**config.mk**
```make
export PLATFORM = sky130hd
export DESIGN_NAME = pe_port_arbiter
export DESIGN_NICKNAME = d
export VERILOG_FILES = /design/src/rtl/pe_port_arbiter.sv
export SDC_FILE = /design/constraint.sdc
export NUM_CORES = 1
export LEC_CHECK = 0
export BUFFER_PORTS_ARGS = -buffer_cell sky130_fd_sc_hd__buf_2
export CELL_PAD_IN_SITES_DETAIL_PLACEMENT = 1
export CELL_PAD_IN_SITES_GLOBAL_PLACEMENT = 1
export CORE_MARGIN = 3
export CORE_UTILIZATION = 42
export DETAILED_ROUTE_END_ITERATION = 7
export GPL_TIMING_DRIVEN = 1
export PLACE_DENSITY_LB_ADDON = 0.1
export SYNTH_ARGS = -nofsm -noshare
export SYNTH_HDL_FRONTEND = slang
export SYNTH_SLANG_ARGS = --single-unit
```
**constraint.sdc**
```tcl
create_clock -name clk -period 7.49 [get_ports clk]
set_input_delay 0 -clock clk [delete_from_list [all_inputs] [get_ports clk]]
set_output_delay 0 -clock clk [all_outputs]
set_load 0.02 [all_outputs]
```
**src/rtl/pe_port_arbiter.sv**
```systemverilog
// rtl/pe_port_arbiter.sv - two-requester PE injection port arbiter, 2-deep FIFOs, round-robin bursts
// PE_ARB_FIXED_PRIO_EN: requester A always wins ties; FSM and burst counter stay idle.
`ifndef TOTAL_WIDTH
`define TOTAL_WIDTH 32
`endif

module pe_port_arbiter #(
  parameter logic [7:0]  x_coord   = 'd0,
  parameter logic [7:0]  y_coord   = 'd0,
  parameter int unsigned BURST_MAX = 4
) (
  input  logic                    clk,
  input  logic                    rst,
  input  logic                    i_valid_a,
  input  logic [`TOTAL_WIDTH-1:0] i_data_a,
  output logic                    o_ready_a,
  input  logic                    i_valid_b,
  input  logic [`TOTAL_WIDTH-1:0] i_data_b,
  output logic                    o_ready_b,
  output logic                    o_valid,
  output logic [`TOTAL_WIDTH-1:0] o_data,
  input  logic                    i_ready,
  output logic [1:0]              o_grant
);

  localparam int W = `TOTAL_WIDTH;
  localparam logic [1:0] IDLE    = 2'd0;
  localparam logic [1:0] SERVE_A = 2'd1;
  localparam logic [1:0] SERVE_B = 2'd2;

  // Coordinates only identify the tile; they never steer arbitration.
  logic unused_cfg;
  assign unused_cfg = ^{x_coord, y_coord, 4'(BURST_MAX)};

  logic [W-1:0] mem_a [2];
  logic [W-1:0] mem_b [2];
  logic         wp_a, rp_a, wp_b, rp_b;
  logic [1:0]   cnt_a, cnt_b;
  logic         ne_a, ne_b, push_a, push_b, pop_a, pop_b;

  logic [1:0]   state, state_n;
  logic [3:0]   bcnt, bcnt_n;
  logic         last_b;
  logic         free, load, sel_b;

  assign o_ready_a = rst & (cnt_a != 2'd2);
  assign o_ready_b = rst & (cnt_b != 2'd2);
  assign ne_a      = (cnt_a != 2'd0);
  assign ne_b      = (cnt_b != 2'd0);
  assign push_a    = i_valid_a & o_ready_a;
  assign push_b    = i_valid_b & o_ready_b;
  assign pop_a     = load & ~sel_b;
  assign pop_b     = load & sel_b;

  always_ff @(posedge clk) begin
    if (push_a) mem_a[wp_a] <= i_data_a;
    if (push_b) mem_b[wp_b] <= i_data_b;
  end

  always_ff @(posedge clk) begin
    if (!rst) begin
      wp_a  <= 1'b0;
      rp_a  <= 1'b0;
      cnt_a <= 2'd0;
      wp_b  <= 1'b0;
      rp_b  <= 1'b0;
      cnt_b <= 2'd0;
    end else begin
      if (push_a) wp_a <= ~wp_a;
      if (pop_a)  rp_a <= ~rp_a;
      if (push_b) wp_b <= ~wp_b;
      if (pop_b)  rp_b <= ~rp_b;
      case ({push_a, pop_a})
        2'b10:   cnt_a <= cnt_a + 2'd1;
        2'b01:   cnt_a <= cnt_a - 2'd1;
        default: cnt_a <= cnt_a;
      endcase
      case ({push_b, pop_b})
        2'b10:   cnt_b <= cnt_b + 2'd1;
        2'b01:   cnt_b <= cnt_b - 2'd1;
        default: cnt_b <= cnt_b;
      endcase
    end
  end

  always_comb begin
    free    = ~o_valid | i_ready;
    load    = free & (ne_a | ne_b);
    sel_b   = 1'b0;
    state_n = state;
    bcnt_n  = bcnt;
`ifdef PE_ARB_FIXED_PRIO_EN
    sel_b = ~ne_a;
`else
    case (state)
      SERVE_A: sel_b = ne_b & (~ne_a | (bcnt == 4'(BURST_MAX)));
      SERVE_B: sel_b = ~(ne_a & (~ne_b | (bcnt == 4'(BURST_MAX))));
      default: sel_b = (ne_a & ne_b) ? ~last_b : ne_b;
    endcase
    if (load) begin
      state_n = sel_b ? SERVE_B : SERVE_A;
      // Burst continues only when the same requester keeps the channel.
      if (state == state_n)
        bcnt_n = (bcnt == 4'(BURST_MAX)) ? bcnt : bcnt + 4'd1;
      else
        bcnt_n = 4'd1;
    end else if (free) begin
      state_n = IDLE;
      bcnt_n  = 4'd0;
    end
`endif
  end

  always_ff @(posedge clk) begin
    if (!rst) begin
      o_valid <= 1'b0;
      o_data  <= '0;
      o_grant <= 2'b00;
      state   <= IDLE;
      bcnt    <= 4'd0;
      last_b  <= 1'b1;
    end else if (load) begin
      o_valid <= 1'b1;
      o_data  <= sel_b ? mem_b[rp_b] : mem_a[rp_a];
      o_grant <= sel_b ? 2'b10 : 2'b01;
      last_b  <= sel_b;
      state   <= state_n;
      bcnt    <= bcnt_n;
    end else if (free) begin
      o_valid <= 1'b0;
      o_grant <= 2'b00;
      state   <= state_n;
      bcnt    <= bcnt_n;
    end
  end

endmodule

```
==> metrics.yaml <==
yosys-top-cells-area: "edfxtp_1 (56%), dfxtp_1 (15%), mux2_2 (5.2%)"
layout_commonest_cell: "edfxtp_1"
grt_pass1_wl_um: 25700
worst_slew_pin_slew_ns: 1.16
pre_cts_slack_ns: 4.28
ys_seq_area_frac: 0.705
timing.final.max_slew_violations: 0
fillCellCount: 1593
numPortBuffers: 105
insertedDiodeCount: 0
rows: 46
irDropWorstVdd_mv: 0.242
max_slew_margin: 0.226
first_iter_violations: 249
clk_pin_slew_ns: 0.06
fin_setup_tns_ns: 0
die_x_um: 134
grt_antenna_before_repair: 0
postCtsSetupBuffers: 0
synth_top_area_frac: 0.559
internal-power_mw: 1.98
area_growth_pct: 28.2
period_share: 0.426
synth_seq_cells: 178
pwr-share-seq: 0.442
synth_nets: 568
grtUsageTotal: 0.188
grt_max_degree: 69
start_util: 0.431
setup_violations: 0
drt-total-wl_um: 16200
syn_area_um2: 6880
io_pins: 106
firstDrtPassIters: 4
cpMaxStageDelayCell: "buf_4"
setup_ws_ns: 4.30
cts_buffer_depth: 2
p_leak_nw: 3.10
nNetsFinal: 731
syn_inst: 493
vias: 4417
synth_area_leader_cell: "edfxtp_1"
dpl.hpwl_um: 9710
core_area_um2: 15900
path_cells: "inv_1, ha_1, o211ai_2, o21ai_1, o31ai_4, buf_4, nand2_1, inv_1, ha_1, or3_1, a21oi_1"
htreeDepth: 4
cp_max_fo: 68
final-hold-violation-count: 0
period_needed_ns: 3.19
max_stage_delay_ns: 0.63
endpoint_kind: "register"
final_cell_mix: "edfxtp_1 (128), buf_2 (105), nand2_1 (71)"
tritoncts: "done"
hold_path.class: "primary input to register"
timing.hold.ws_ns: 0.0927
max_cap_viol_count: 0
max_freq_mhz: 314
clockPowerShare: 0.280
grt_pass1_vias: 4860
final_area_um2: 8810
required_ns: 7.84
synth.distinct_cells: 32
root_buffer: "clkbuf_16"
drc: 0
dpl_cell_area_um2: 7600
drive_gt1_frac: 0.272
fin_util: 0.553
grt_overflow: 0
postRouteAntennaNets: 0
p_sw_frac: 0.336
final_cell_count_no_fill: 885
rsz0062_at_grt: "no"
insertion_delay_ns: 0.43
die_h_um: 134
crit_type: "register to register"
power.density_nw_per_um2: 339
start_kind: "register"
dp_cells: 787
power.share.combinational: 0.278
arrival_ns: 3.53
yosys_warnings: 0
avgSynthCellArea_um2: 13.9
total_power_mw: 2.99
gp_congestion: 0.750
status: "completed"
clock_skew_ns: 0.0121
power.switching_mw: 1.00
cts_made_buffers: 17
cts.sinks: 178
wl_per_cell_um: 18.3
dieArea_um2: 17900
viasPerCell: 4.99
==> Yosys cell counts <==
cell type  count
edfxtp_1     128
nand2_1       71
dfxtp_1       50
a21oi_1       41
mux2i_1       34
mux2_2        32
o211ai_1      32
clkbuf_1      22
nor2_1        19
inv_1         11
ha_1           6
xnor2_1        5
buf_4          4
nand2b_1       4
o21ai_0        4
a31o_1         3
nor3_1         3
o21ai_1        3
or3_1          3
xor2_1         3
a211oi_1       2
buf_2          2
nand4_1        2
nand3_1        1
nand3b_1       1
nor2_2         1
nor2b_1        1
nor3b_2        1
nor4_2         1
o211ai_2       1
o21a_1         1
o31ai_4        1
==> per-layer routing <==
layer | GRT usage | share of wire
met1 | 0.226 | 0.42
met3 | 0.0473 | 0.043
met2 | 0.332 | 0.52
met4 | 0.0629 | 0.020
met5 | 0 | 0
==> final cells by class <==
class / count / area (µm²) / share of cell area
inverter: 11 / 41.3 / 0.00468
clock inverter: 13 / 111 / 0.0126
tap: 216 / 270 / 0.0307
timing repair buffer: 172 / 1190 / 0.135
multi-input combinational: 276 / 1910 / 0.216
clock buffer: 19 / 443 / 0.0502
sequential: 178 / 4850 / 0.550
==> cell families (layout without fill, tap and decap cells) <==
kind of cell | Yosys count | in the layout | share of synthesized area
xor gates and xnor gates | 8 | 8 | 0.0102
DFF | 178 | 178 | 0.705
and+or+nand+nor | 108 | 108 | 0.0668
buffers and inverters | 39 | 215 | 0.0238
muxes | 66 | 66 | 0.102
adders and majority gates | 6 | 6 | 0.0109
AOI/OAI and AO/OA | 88 | 88 | 0.0819
==> final timing paths <==
path | startpoint | endpoint | slack [ns] | cells past startpoint
setup reg to reg | o_grant[0]$_SDFFE_PN0P_ | cnt_b[1]$_SDFFE_PN0P_ | 4.30 | 11
hold reg to reg | o_data[10]$_SDFFE_PN0P_ | o_data[10]$_SDFFE_PN0P_ | 0.46 | 2
hold / removal | i_valid_a | wp_a$_SDFFE_PN0P_ | 0.09 | 4
setup / recovery | o_grant[0]$_SDFFE_PN0P_ | cnt_b[1]$_SDFFE_PN0P_ | 4.30 | 11
==> what timing repair did <==
| action | 4_1_cts | 5_1_grt |
|---|---|---|
| resized for setup | 0 | 0 |
| endpoints found under the hold margin | 133 | 0 |
| hold buffers | 66 | 0 |
==> state kept, by name (all words and copies together), names as in the netlist, named ones only <==
register	flops
o_valid	1
bcnt	4
rp_a	1
o_data	32
mem_b	64
o_grant	2
cnt_a	2
wp_b	1
cnt_b	2
rp_b	1
last_b	1
wp_a	1
mem_a	64
==> worst max-delay path: cells and delay by family, from the launching register on <==
| family | cells | cell delay, ns |
|---|---|---|
| flip-flops | 1 | 0.43 |
| adder cells (fa/ha/maj) | 2 | 0.64 |
| AND/OR/NAND/NOR | 2 | 0.57 |
| buffers and inverters | 3 | 0.87 |
| AO/OA/AOI/OAI | 4 | 0.59 |
==> power by group through the flow <==
| stage | Clock (mW) | Sequential (mW) | Combinational [mW] |
|---|---|---|---|
| floorplan | 0 | 1.31 | 0.585 |
| global placement | 0 | 1.34 | 0.779 |
| detailed placement | 0 | 1.35 | 0.817 |
| CTS | 0.856 | 1.33 | 0.848 |
| global route | 0.895 | 1.34 | 0.925 |
| finish | 0.836 | 1.32 | 0.831 |
Note: power is estimated with default switching activity, not from simulation.
